`src/rtl/mant_mult_seq_pkg.sv`:
```
// Shared floating-point types and constants
// for the multiply front end and adder path.
package fp_pkg;

    localparam int BIAS = 127;
    localparam int MW   = 24;
    localparam int EW   = 8;

    typedef struct packed {
        logic        sign;
        logic [7:0]  exp;
        logic [22:0] man;
    } fp32_t;

    typedef enum logic [1:0] {
        IDLE,
        MULT,
        DONE
    } mult_state_t;

endpackage

```
`src/rtl/mant_mult_seq_if.sv`:
```
// Operand/result handshake bundle for the
// iterative significand multiplier.
interface mant_mult_seq_if #(
    parameter int MW = 24,
    parameter int EW = 8
);

    logic [31:0]     a;
    logic [31:0]     b;
    logic            in_valid;
    logic            in_ready;
    logic            out_valid;
    logic            out_ready;
    logic            sign;
    logic [EW+1:0]   exp_mult;
    logic [2*MW-1:0] P;

    modport master (
        output a, b, in_valid, out_ready,
        input  in_ready, out_valid,
        input  sign, exp_mult, P
    );

    modport slave (
        input  a, b, in_valid, out_ready,
        output in_ready, out_valid,
        output sign, exp_mult, P
    );

endinterface

```
`src/rtl/mant_mult_seq_unpack.sv`:
```
// Splits a binary32 word into sign, exponent
// and significand with the hidden bit restored.
module fp_unpack
    import fp_pkg::*;
(
    input  fp32_t         op,
    output logic          sign,
    output logic [EW-1:0] exp,
    output logic [MW-1:0] sig
);

    // Exponent zero clears the hidden bit; no renormalisation
    always_comb begin
        sign = op.sign;
        exp  = op.exp;
        sig  = {|op.exp, op.man};
    end

endmodule

```
`src/rtl/mant_mult_seq.sv`:
```
// Radix-2 shift-add significand multiplier with
// sign and biased exponent, valid/ready on both sides.
module mant_mult_seq
    import fp_pkg::*;
#(
    parameter int MW = 24,
    parameter int EW = 8
) (
    input logic           clk,
    input logic           rst,
    mant_mult_seq_if.slave bus
);

    localparam int PW = 2 * MW;
    localparam int XW = EW + 2;
    localparam int CW = $clog2(MW);

    mult_state_t state;
    mult_state_t state_n;

    logic [PW-1:0] mcand;
    logic [MW-1:0] mplier;
    logic [PW-1:0] acc;
    logic [PW-1:0] acc_n;
    logic [CW-1:0] cnt;

    logic          sign_q;
    logic [XW-1:0] exp_q;
    logic [PW-1:0] p_q;

    logic          sign_a;
    logic          sign_b;
    logic [EW-1:0] exp_a;
    logic [EW-1:0] exp_b;
    logic [MW-1:0] sig_a;
    logic [MW-1:0] sig_b;

    logic          accept;
    logic          last;

    fp_unpack u_unpack_a (
        .op   (fp32_t'(bus.a)),
        .sign (sign_a),
        .exp  (exp_a),
        .sig  (sig_a)
    );

    fp_unpack u_unpack_b (
        .op   (fp32_t'(bus.b)),
        .sign (sign_b),
        .exp  (exp_b),
        .sig  (sig_b)
    );

    assign bus.in_ready  = (state == IDLE) && !rst;
    assign bus.out_valid = (state == DONE);
    assign bus.sign      = sign_q;
    assign bus.exp_mult  = exp_q;
    assign bus.P         = p_q;

    assign accept = bus.in_valid && bus.in_ready;
    assign last   = (state == MULT) && (cnt == CW'(MW - 1));
    assign acc_n  = mplier[0] ? acc + mcand : acc;

    // State register
    always_ff @(posedge clk) begin
        if (rst) state <= IDLE;
        else     state <= state_n;
    end

    // Next-state: accept, iterate MW times, hold until consumed
    always_comb begin
        state_n = state;
        unique case (state)
            IDLE: if (accept)        state_n = MULT;
            MULT: if (last)          state_n = DONE;
            DONE: if (bus.out_ready) state_n = IDLE;
            default:                 state_n = IDLE;
        endcase
    end

    // Shift-add datapath and result registers
    always_ff @(posedge clk) begin
        if (rst) begin
            mcand  <= '0;
            mplier <= '0;
            acc    <= '0;
            cnt    <= '0;
            sign_q <= 1'b0;
            exp_q  <= '0;
            p_q    <= '0;
        end else if (accept) begin
            mcand  <= {{MW{1'b0}}, sig_a};
            mplier <= sig_b;
            acc    <= '0;
            cnt    <= '0;
            sign_q <= sign_a ^ sign_b;
            exp_q  <= XW'(exp_a) + XW'(exp_b)
                    - XW'(BIAS);
        end else if (state == MULT) begin
            acc    <= acc_n;
            mcand  <= mcand << 1;
            mplier <= mplier >> 1;
            cnt    <= cnt + 1'b1;
            if (last) p_q <= acc_n;
        end
    end

endmodule

```
`src/flat_wrapper.sv`:
```
// flat-port wrapper written by rule: the top's interface ports become plain ports
module mant_mult_seq_flat import fp_pkg::*;
#(
    parameter int MW = 24,
    parameter int EW = 8
)
  (clk, rst, bus_a, bus_b, bus_in_valid, bus_out_ready, bus_in_ready, bus_out_valid, bus_sign, bus_exp_mult, bus_P);
  mant_mult_seq_if #(.MW(MW), .EW(EW)) bus_i ();
  input logic clk;
  input logic rst;
  input wire logic [$bits(bus_i.a)-1:0] bus_a;
  input wire logic [$bits(bus_i.b)-1:0] bus_b;
  input wire logic [$bits(bus_i.in_valid)-1:0] bus_in_valid;
  input wire logic [$bits(bus_i.out_ready)-1:0] bus_out_ready;
  output wire logic [$bits(bus_i.in_ready)-1:0] bus_in_ready;
  output wire logic [$bits(bus_i.out_valid)-1:0] bus_out_valid;
  output wire logic [$bits(bus_i.sign)-1:0] bus_sign;
  output wire logic [$bits(bus_i.exp_mult)-1:0] bus_exp_mult;
  output wire logic [$bits(bus_i.P)-1:0] bus_P;
  assign bus_i.a = bus_a;
  assign bus_i.b = bus_b;
  assign bus_i.in_valid = bus_in_valid;
  assign bus_i.out_ready = bus_out_ready;
  assign bus_in_ready = bus_i.in_ready;
  assign bus_out_valid = bus_i.out_valid;
  assign bus_sign = bus_i.sign;
  assign bus_exp_mult = bus_i.exp_mult;
  assign bus_P = bus_i.P;
  mant_mult_seq #(.MW(MW), .EW(EW)) u_core (.clk(clk), .rst(rst), .bus(bus_i));
endmodule
```
`config.mk`:
```
export PLATFORM = sky130hd
export DESIGN_NAME = mant_mult_seq_flat
export DESIGN_NICKNAME = d
export VERILOG_FILES = /design/src/rtl/mant_mult_seq_pkg.sv /design/src/rtl/mant_mult_seq_if.sv /design/src/rtl/mant_mult_seq_unpack.sv /design/src/rtl/mant_mult_seq.sv /design/src/flat_wrapper.sv
export SDC_FILE = /design/constraint.sdc
export NUM_CORES = 1
export LEC_CHECK = 0
export ABC_AREA = 1
export BUFFER_PORTS_ARGS = -buffer_cell sky130_fd_sc_hd__buf_2
export CAP_MARGIN = 20
export CORE_MARGIN = 3
export CORE_UTILIZATION = 55
export DETAILED_ROUTE_END_ITERATION = 12
export MAX_ROUTING_LAYER = met4
export PLACE_DENSITY_LB_ADDON = 0.15
export SLEW_MARGIN = 20
export SYNTH_ARGS = -nofsm -noshare
export SYNTH_HDL_FRONTEND = slang
export SYNTH_SLANG_ARGS = --single-unit
```
`constraint.sdc`:
```
create_clock -name clk -period 2.18 [get_ports clk]
set_input_delay 0.545 -clock clk [delete_from_list [all_inputs] [get_ports clk]]
set_output_delay 0.545 -clock clk [all_outputs]
set_load 0.05 [all_outputs]
```
## Word-level counts from Yosys, hierarchy flattened

Cells that the tools add are included.

| operators by class | value |
|---|---|
| bitwise logic cells | 2 |
| eq/ne operators | 6 |
| reduce and logical (&&, ||, !) cells | 11 |
| add/sub/neg operators | 4 |
| multiplexer cells | 9 |

Operators with widths:

| operator | count |
|---|---|
| 24-bit 2-to-1 mux | 4 |
| 48-bit adder | 1 |
| 48-bit 2-to-1 mux | 1 |
| 8-bit OR reduction | 2 |
| 10-bit by 7-bit subtractor with 10-bit output (second input constant) | 1 |
| 8-bit by 8-bit adder with 9-bit output | 1 |
| 2-bit 2-to-1 mux | 3 |
| 2-bit one-hot mux with 3 select lines | 1 |
| 3-bit AND reduction | 2 |
| 5-bit by 1-bit adder with 5-bit output (second input constant) | 1 |
| 5-bit == test (second input constant) | 1 |
| 2-bit by 1-bit != test with 1-bit output (second input constant) | 2 |
| 1-bit logical AND | 3 |
| 2-bit by 1-bit == test with 1-bit output (second input constant) | 1 |
| 2-bit == test (second input constant) | 1 |
| 2-bit zero test | 1 |
| 2-bit != test (second input constant) | 1 |
| 2-bit nonzero test | 1 |
| 2-bit OR reduction | 1 |
| 1-bit zero test | 1 |
| 1-bit inverter | 1 |
| 1-bit XOR | 1 |

| storage, ports and cells | value |
|---|---|
| output and inout port bits | 61 |
| input port bits | 68 |
| register bits after elaboration | 186 |
| logic and storage cells | 41 |

## Depth between registers and ports, before layout

Gate-level depths: netlist of run 1.

| depth | value |
|---|---|
| depth after elaboration | 5 |
| mapped depth | 17 |
| gate-level depth less buffers | 17 |

## Cells and area by module

From an unflattened synthesis of run 1, not the netlist that was laid out.

| unflattened totals | value |
|---|---|
| cell total of the unflattened synthesis | 2198 |
| area, all modules | 13082.5 µm² |

By module, submodules not included:

| module | cells each | instances | area each (µm²) | seq. area each (µm²) |
|---|---|---|---|---|
| mant_mult_seq | 2104 | 1 | 12489.5 | 3723.6 |
| fp_unpack | 47 | 2 | 296.5 | 0.0 |

## Worst setup path after synthesis of run 1

No wires, ideal clock.

| path | value |
|---|---|
| kind | input port to flip-flop |
| start | input port rst |
| end | register u_core.acc[41] |
| slack | -32 ps |
| data required time | 2071 ps |
| library setup time | 109 ps |
| arrival | 2103 ps |
| buffers on the path | 2 |
| stages | 10 |
| cells stage by stage | nor3_2 -> nand2_2 -> inv_2 -> nor2_2 -> inv_2 -> buf_4 -> buf_2 -> nor2_1 -> nand2_1 -> inv_1 |

| on the way | value |
|---|---|
| word-level cells in the longest chain between the ends | 4 |

Ends and longest elaborated chain:

| element | RTL line | text |
|---|---|---|
| start, declared | flat_wrapper.sv:10 | `input logic rst;` |
| 1-bit zero test | mant_mult_seq.sv:55 | `assign bus.in_ready = (state == IDLE) && !rst;` |
| 1-bit logical AND | mant_mult_seq.sv:55 |  |
| 1-bit logical AND | mant_mult_seq.sv:61 | `assign accept = bus.in_valid && bus.in_ready;` |
| 2-bit OR reduction (no line) * | - |  |
| end signal, assigned | mant_mult_seq.sv:101 | `acc <= acc_n;` |
| end, declared | mant_mult_seq.sv:23 | `logic [PW-1:0] acc;` |

Every way passes the cells marked *; elsewhere a longest branch is shown, timed or not.
A chain may end at the register's enable or synchronous reset.

## Final worst setup path of run 1

| path | value |
|---|---|
| start | register u_core.acc[23] |
| end | register u_core.acc[24] |

| on the way | value |
|---|---|
| word-level cells in the longest chain between the ends | 2 |

Ends and longest elaborated chain:

| element | RTL line | text |
|---|---|---|
| 48-bit adder | mant_mult_seq.sv:63 | `assign acc_n = mplier[0] ? acc + mcand : acc;` |
| 48-bit 2-to-1 mux | mant_mult_seq.sv:63 |  |

No other way between the ends.

==> summary.md, run 1 <==
| Metric | Value |
|---|---|
| Finished Cell Area | 15800 um^2 |
| CP Buf/Inv Count | 3 |
| Overflow after GRT | 0 |
| Detailed Place HPWL | ~27 mm |
| Drt total wl | approximately 37 mm |
| Power Dens Cells | ~550 nW/um^2 |
| Routed length per instance | roughly 14 um |
| CTS Buffer Depth | 2 |
| N_diodes | 0 |
| Slowest stage delay, CP | roughly 0.43 ns |
| Setup ws final | around 0.036 ns |
| Fin cells | roughly 2600 |
| Hold_buf cts | 0 |
| Pleak | around 8.3 nW |
| Async S/R FF share, synth | 0% |
| Relative slew slack | a little over two thirds |
| Fin Clk Skew | ~0.019 ns |
| Worst skew pair latency | ~0.45 ns |
| Worst path cell trace | ha_4, nand2_2, inv_1, nand2_1, nand2_1, a21oi_2, nand3_4, buf_4, or2_1, nand3_2, nand3_1, nand2_1, inv_1 |
| Dominant cells by area after synthesis | dfxtp_1 29%, nand2_1 23%, inv_1 11%, nor2_1 7.2%, ha_1 5.6% |
| Initial core utilization | 56.9% |
| Cell Area, Synth | between 10000 and 15000 um^2 |
| Die X-Extent | 158 um |
| Via count | around 13000 |
| Clock slew at reported path FFs | ~0.080 ns |
| CP delay by family, top | simple AND/OR/NAND/NOR gates |
| Top Ports | approximately 130 |
| EDFF count, synth | 0 |
| Max cap viols | 0 |
| NumNets Final | around 2400 |
| Final cycle utilization of the critical path | between 90% and 100% |
| Final worst path period need | around 2.1 ns |
| H-tree levels | 4 |
| Syn_area_per_cell | ~5.9 um^2 |
| Crit. End Element | flip-flop |
| CTS Buf Count | 17 |
| Area growth syn-to-layout | 24.8% |
| CP Launch Type | flip-flop |
| Design Power | 8.61 mW |
| CTS tree | done |
| Die height | around 160 um |
| Worst-path fanout max | 5 |
| Number of global-route vias before repair | 12100 |
| Top_reg_cell synth | dfxtp_1 |
| DRC Markers | 0 |
| Most frequent CP cell | nand2_1 |
| Post-Syn Instances | between 2000 and 2500 |
| Placed Cells | 2569 |
| Std-Cell Rows | 54 |
| RSZ-0062 raised after global routing | yes |
| Synth cell types | between 40 and 50 |
| YS warnings | 0 |
| Slew Viols, Final | 0 |
| Class of the worst hold path | in -> reg |
| Root Buffer | clkbuf_16 |
| Top cell type's share of synthesized area | 29.5% |
| Layout cells sized above 1 | between 20% and 30% |
| Vias per std cell | around 5.1 |
| Worst Path Required | approximately 2.5 ns |
| # port buffers | about 130 |
| Final hold vios | 0 |
| Worst Tran Pin Value | approximately 0.45 ns |
| Core area | 22200 um^2 |
| Fillers | 1954 |
| Crit Path Category | reg -> reg |
| Initial antenna violation count | 0 |
| Antenna-violating nets left | 0 |
| Outcome | complete, no violations |
| First-pass DRT Iterations | 7 |
| Drt initial violations | roughly 1000 |
| Register area share after synthesis | between 20% and 30% |
| Die ar. | between 20000 and 25000 um^2 |
| Post-synth top cells | 777 x nand2_1, 358 x inv_1, 243 x nor2_1 |
| # clock sinks | roughly 190 |
| Synth area leader | dfxtp_1 |
| Endpoints failing setup | 0 |
| Top-count cell post-synth | nand2_1 |
| Dpl cell area | approximately 14000 um^2 |
| Max VDD drop | about 450 uV |
| Routability Congestion | 0.970 |
| Total GRT Usage | 29.9% |
| WP data arrival | between 2 and 2.5 ns |
| Post-synthesis net count | roughly 2300 |
| Fmax | 0.466 GHz |
| First-pass GRT wire length | 58.4 mm |
| Largest net degree at the start of global routing | 100 |
| Setup TNS | 0 ns |
| Dpl ws | -0.233 ns |
| CP max-delay cell | dfxtp_1 |
| Synthesized flop and latch total | approximately 190 |
[flip-flops by register name, summed over array words and instances (netlist names)]
signal / count
u_core.acc: 48
u_core.bus.P: 48
u_core.bus.exp_mult: 10
u_core.bus.sign: 1
u_core.cnt: 5
u_core.mcand: 48
u_core.mplier: 24
u_core.state: 2
[cell type report]
type	instances	area (um^2)	share of cell area, %
Inverter	372	1400	8.85
Sequential cell	186	3760	23.9
Clock buffer	17	425	2.70
Timing Repair Buffer	231	1530	9.71
Clock inverter	14	148	0.936
Tap cell	280	350	2.22
Multi-Input combinational cell	1504	8160	51.7
[where the power goes]
group	switching [mW]	leakage (nW)	internal [mW]
Clock	1.55	0.280	1.52
Sequential	0.167	1.53	3.57
Combinational	1.08	6.47	0.718
[worst min-delay path: cells and delay by family]
kind	cells	cell delay (ns)
compound gates	1	0.05
buf+inv	2	0.11
simple gates	1	0.05
[timing repair]
item | CTS | global route
setup buffers | 0 | 4
endpoints found under the hold margin | 0 | 0
endpoints found under the setup margin | 33 | 82
pin swaps | 2 | 26
resized for setup | 6 | 238
[cell usage in the layout (no fill, tap or decap), types with 6 or more instances in the layout]
cell type / netlist / layout
or2_1: 7 / 6
ha_4: 0 / 38
buf_12: 0 / 8
xor2_1: 8 / 7
inv_2: 14 / 17
nor2_1: 243 / 218
clkbuf_16: 0 / 17
nand3_2: 17 / 33
nand3_1: 121 / 100
nand2_4: 0 / 6
o21ai_1: 10 / 22
o21ai_0: 43 / 30
a21oi_1: 47 / 36
a31oi_1: 48 / 48
nand2_1: 777 / 733
buf_4: 9 / 92
nor2_2: 29 / 40
dfxtp_2: 0 / 33
nand2_2: 19 / 57
buf_2: 29 / 127
nor2_4: 5 / 19
inv_1: 358 / 355
inv_6: 0 / 6
ha_1: 57 / 15
a21oi_2: 1 / 12
dfxtp_1: 186 / 153
nand4_1: 14 / 14
xnor2_1: 17 / 17
[logic make-up after synthesis]
family                   share of synthesized area (%)
AND/OR/NAND/NOR                                   41.5
buffers and inverters                             13.8
flip-flops                                        29.5
AO/OA/AOI/OAI                                     7.47
adder cells (fa/ha/maj)                           5.96
XOR/XNOR                                          1.86
[stage by stage]
stage | hold WS (ns) | utilization [%]
global placement | 0.436 | 63.6
floorplan | 0.444 | -
finish | 0.353 | 71.0
global route | 0.358 | 71.0
detailed placement | 0.441 | 63.6
CTS | 0.359 | 66.3
[path summary, 6_finish.rpt]
path	startpoint	endpoint	slack (ns)	depth (start not counted)
max	u_core.acc[23]$_SDFFE_PP0P_	u_core.acc[24]$_SDFFE_PP0P_	0.04	13
min	bus_out_ready	u_core.state[1]$_SDFFE_PP0P_	0.35	4
max reg2reg	u_core.acc[23]$_SDFFE_PP0P_	u_core.acc[24]$_SDFFE_PP0P_	0.04	13
min reg2reg	u_core.bus.exp_mult[7]$_SDFFE_PP0P_	u_core.bus.exp_mult[7]$_SDFFE_PP0P_	0.46	2
[routing by layer]
| metal | global-route usage, % | wire (um) | vias up | part of all wire (%) |
|---|---|---|---|---|
| met1 | 40.0 | 17000 | 5970 | 46 |
| met4 | 7.02 | 565 | 0 | 1.5 |
| li1 | - | - | 6861 | - |
| met5 | - | 0 | - | 0 |
| met3 | 4.51 | 2090 | 53 | 5.7 |
| met2 | 47.9 | 17100 | 361 | 47 |
Power figures use the tool's default switching activity.
==> run 2, diff against run 1 <==
SYNTH_HIERARCHICAL = 1   (was not set)
TNS_END_PERCENT = 10   (was not set)
==> summary.md, run 2 <==
| Metric | Value |
|---|---|
| Syn_area_per_cell | 5.95 um^2 (was 5.92 um^2) |
| Most common cell after layout, fill and taps aside | nand2_1 (unchanged) |
| DRC Markers | 0 (unchanged) |
| Final worst path period need | 2.12 ns (was 2.14 ns) |
| Worst-path fanout max | 4 (was 5) |
| Top cell type's share of synthesized area | 28.5% (was 29.5%) |
| First-pass GRT wire length | 60.5 mm (was 58.4 mm) |
| Die X-Extent | 160 um (was 158 um) |
| Post-synthesis net count | 2331 (was 2261) |
| Max cap viols | 0 (unchanged) |
| Class of the worst hold path | in -> reg (unchanged) |
| Most frequent cells in the layout | 733 x nand2_1, 371 x inv_1, 235 x nor2_1 (was 733 x nand2_1, 355 x inv_1, 218 x nor2_1) |
| Relative slew slack | 53.6% (was 70.3%) |
| Final hold vios | 0 (unchanged) |
| Overflow after GRT | 0 (unchanged) |
| Top Ports | 129 (unchanged) |
| Slowest stage delay, CP | 0.36 ns (was 0.43 ns) |
| EDFF count, synth | 0 (unchanged) |
| Initial antenna violation count | 0 (unchanged) |
| Total GRT Usage | 29.4% (was 29.9%) |
| Post-Syn Instances | 2198 (was 2134) |
| Worst hold stages | 3 (was 4) |
| Post-layout util | 68.2% (was 71.0%) |
| Dpl cell area | 14100 um^2 (about the same) |
| R2R setup slack | 0.06 ns (was 0.04 ns) |
| Routing usage on met1 | 40.6% (was 40.0%) |
| Clk pwr share | 37.4% (was 35.7%) |
| RSZ-0062 raised after global routing | yes (unchanged) |
| Worst r2r dst | u_core/acc[18]$_SDFFE_PP0P_ (was u_core.acc[24]$_SDFFE_PP0P_) |
| Most frequent CP cell | nand2_1 (unchanged) |
| Routed length per instance | 14.5 um (was 14.1 um) |
| First-pass DRT Iterations | 5 (was 7) |
| Die ar. | 25700 um^2 (was 24800 um^2) |
| Async S/R FF share, synth | 0% (unchanged) |
| Die height | 160 um (was 158 um) |
| Via count | 13100 (was 13200) |
| Setup TNS | 0 ns (unchanged) |
| Cell Area, Synth | 13100 um^2 (was 12600 um^2) |
| Slew Viols, Final | 0 (unchanged) |
| YS warnings | 6 (was 0) |
| Top_reg_cell synth | dfxtp_1 (unchanged) |
| Worst Path Required | 2.57 ns (was 2.52 ns) |
| CTS Buf Count | 17 (unchanged) |
| Layout cells sized above 1 | 21.2% (was 23.1%) |
| Synthesized flop and latch total | 186 (unchanged) |
| Fillers | 2142 (was 1954) |
| Core area | 23000 um^2 (was 22200 um^2) |
| Area growth syn-to-layout | 19.9% (was 24.8%) |
| # port buffers | 128 (unchanged) |
| Vias per std cell | 5.00 (was 5.09) |
| GRT busiest layer | met2 (unchanged) |
| Outcome | complete, no violations (unchanged) |
| Worst Hold Path EP | u_core/mcand[1]$_SDFFE_PP0P_ (was u_core.state[1]$_SDFFE_PP0P_) |
| Switching share of total power | 32.3% (was 32.5%) |
| Endpoints failing setup | 0 (unchanged) |
| Sequential Power Share | 42.6% (was 43.4%) |
| NumNets Final | 2430 (was 2439) |
| CTS Buffer Depth | 2 (unchanged) |
| Initial core utilization | 56.9% (about the same) |
| Std-Cell Rows | 55 (was 54) |
| N_diodes | 0 (unchanged) |
| Post-synth top cells | 769 x nand2_1, 374 x inv_1, 261 x nor2_1 (was 777 x nand2_1, 358 x inv_1, 243 x nor2_1) |
| Top-count cell post-synth | nand2_1 (unchanged) |
| Crit Path Category | reg -> reg (unchanged) |
| R2R depth | 15 (was 13) |
| Design Power | 8.76 mW (was 8.61 mW) |
| CP Launch Type | flip-flop (unchanged) |
| Finished Cell Area | 15700 um^2 (was 15800 um^2) |
| Dominant cells by area after synthesis | dfxtp_1 28%, nand2_1 22%, inv_1 11%, nor2_1 7.5%, ha_1 6.0% (was dfxtp_1 29%, nand2_1 23%, inv_1 11%, nor2_1 7.2%, ha_1 5.6%) |
| Worst Tran Pin Value | 0.697 ns (was 0.445 ns) |
| Pleak | 8.22 nW (was 8.27 nW) |
| Logic pwr share | 20.1% (was 20.9%) |
| CTS tree | done (unchanged) |
| Largest net degree at the start of global routing | 148 (was 100) |
| Max VDD drop | 436 uV (was 450 uV) |
| Crit. End Element | flip-flop (unchanged) |
| CP max-delay cell | fa_2 (was dfxtp_1) |
| Hold_sp | bus_a[1] (was bus_out_ready) |
| Detailed Place HPWL | 28.0 mm (was 26.7 mm) |
| Synth area leader | dfxtp_1 (unchanged) |
| Fin Clk Skew | 0.0156 ns (was 0.0192 ns) |
| Hold_buf cts | 0 (unchanged) |
| Switching Power | 2.83 mW (was 2.80 mW) |
| Worst path cell trace | ha_4, inv_2, fa_2, inv_2, buf_4, nand3_2, nand3_4, nand2_1, nand2_2, buf_12, xor2_1, nand2_1, nand3_1, nand2_1, inv_1 (was ha_4, nand2_2, inv_1, nand2_1, nand2_1, a21oi_2, nand3_4, buf_4, or2_1, nand3_2, nand3_1, nand2_1, inv_1) |
| GR met3 Demand/Resource | 3.22% (was 4.51%) |
| Internal | 5.94 mW (was 5.81 mW) |
| Synth cell types | 42 (was 41) |
| Root Buffer | clkbuf_16 (unchanged) |
| Drt initial violations | 1115 (was 1025) |
| Number of global-route vias before repair | 12000 (was 12100) |
| Fmax | 0.472 GHz (was 0.466 GHz) |
| H-tree levels | 4 (unchanged) |
| Antenna-violating nets left | 0 (unchanged) |
| Final cycle utilization of the critical path | 97.3% (was 98.3%) |
| Routability Congestion | 1.02 (was 0.970) |
| Register area share after synthesis | 28.5% (was 29.5%) |
| Grt met2 use | 46.1% (was 47.9%) |
| WP data arrival | 2.51 ns (was 2.49 ns) |
| Worst skew pair latency | 0.44 ns (was 0.45 ns) |
| Reg-to-reg critical path startpoint | u_core/mcand[0]$_SDFFE_PP0P_ (was u_core.acc[23]$_SDFFE_PP0P_) |
| Clock slew at reported path FFs | 0.07 ns (was 0.08 ns) |
| Power Dens Cells | 559 nW/um^2 (was 546 nW/um^2) |
| # clock sinks | 186 (unchanged) |
| Drt total wl | 38.1 mm (was 36.8 mm) |
[run 2: kinds of logic (layout without fill, tap and decap cells)]
kind of cell             Yosys count  after routing  share of synthesized area [%]
AND/OR/NAND/NOR                 1235           1235                           39.1
AO/OA/AOI/OAI                    169            169                           7.27
buffers and inverters            521            633                           17.3
flip-flops                       186            186                           28.5
adder cells (fa/ha/maj)           65             65                           6.33
XOR/XNOR                          22             22                           1.47
[run 2: area by class of cell]
type	count	area [um^2]	share of cell area (%)
clock buffers	17	425	2.71
clock inverters	15	204	1.30
inverters	388	1460	9.29
multi-input cells	1491	8040	51.3
flip-flops and latches	186	3760	24.0
well taps	313	392	2.50
repair buffers	213	1400	8.91
[run 2: how the worst max path moves through the flow]
stage	from	to	cells after the start
floorplan	bus_a[24]	u_core/bus.exp_mult[7]$_SDFFE_PP0P_	11
global placement	bus_a[24]	u_core/bus.exp_mult[7]$_SDFFE_PP0P_	11
detailed placement	bus_b[23]	u_core/bus.exp_mult[7]$_SDFFE_PP0P_	13
CTS	u_core/mcand[11]$_SDFFE_PP0P_	u_core/acc[22]$_SDFFE_PP0P_	15
global route	u_core/acc[30]$_SDFFE_PP0P_	u_core/acc[43]$_SDFFE_PP0P_	14
finish	u_core/mcand[0]$_SDFFE_PP0P_	u_core/acc[18]$_SDFFE_PP0P_	15
[run 2: repair_timing]
item | 4_1_cts | 5_1_grt
pin swaps | 2 | 15
endpoints found under the setup margin | 19 | 76
resized for setup | 12 | 192
endpoints found under the hold margin | 0 | 0
setup buffers | 0 | 3
[run 2: worst max-delay path: cells and delay by family, from the launching register on]
family | cells | cell delay [ns]
buf+inv | 5 | 0.38
flops | 1 | 0.35
xor+xnor | 1 | 0.17
fa+ha+maj | 2 | 0.50
simple gates | 7 | 0.67
[run 2: through the flow]
step,hold slack [ns],std cells,setup slack [ns]
after floorplan,0.440,2198,-0.0273
after global placement,0.444,2588,-0.0998
after detailed placement,0.450,2588,-0.145
after CTS,0.336,2620,-0.0199
after global routing,0.365,2623,-0.0680
final,0.365,2623,0.0591
[run 2: power by group through the flow]
stage                     sequential [mW]  combinational [mW]  clock (mW)
after floorplan                      3.80                1.12           0
after CTS                            3.68                1.58        3.35
after global routing                 3.75                1.94        3.48
final                                3.73                1.76        3.28
after detailed placement             3.75                1.57           0
after global placement               3.75                1.53           0
[run 2: metal layers]
metal  wire length (um)  part of all wire (%)
met5                  0                     0
met2              17500                    46
met1              18200                    48
met4                608                   1.6
met3               1850                   4.9
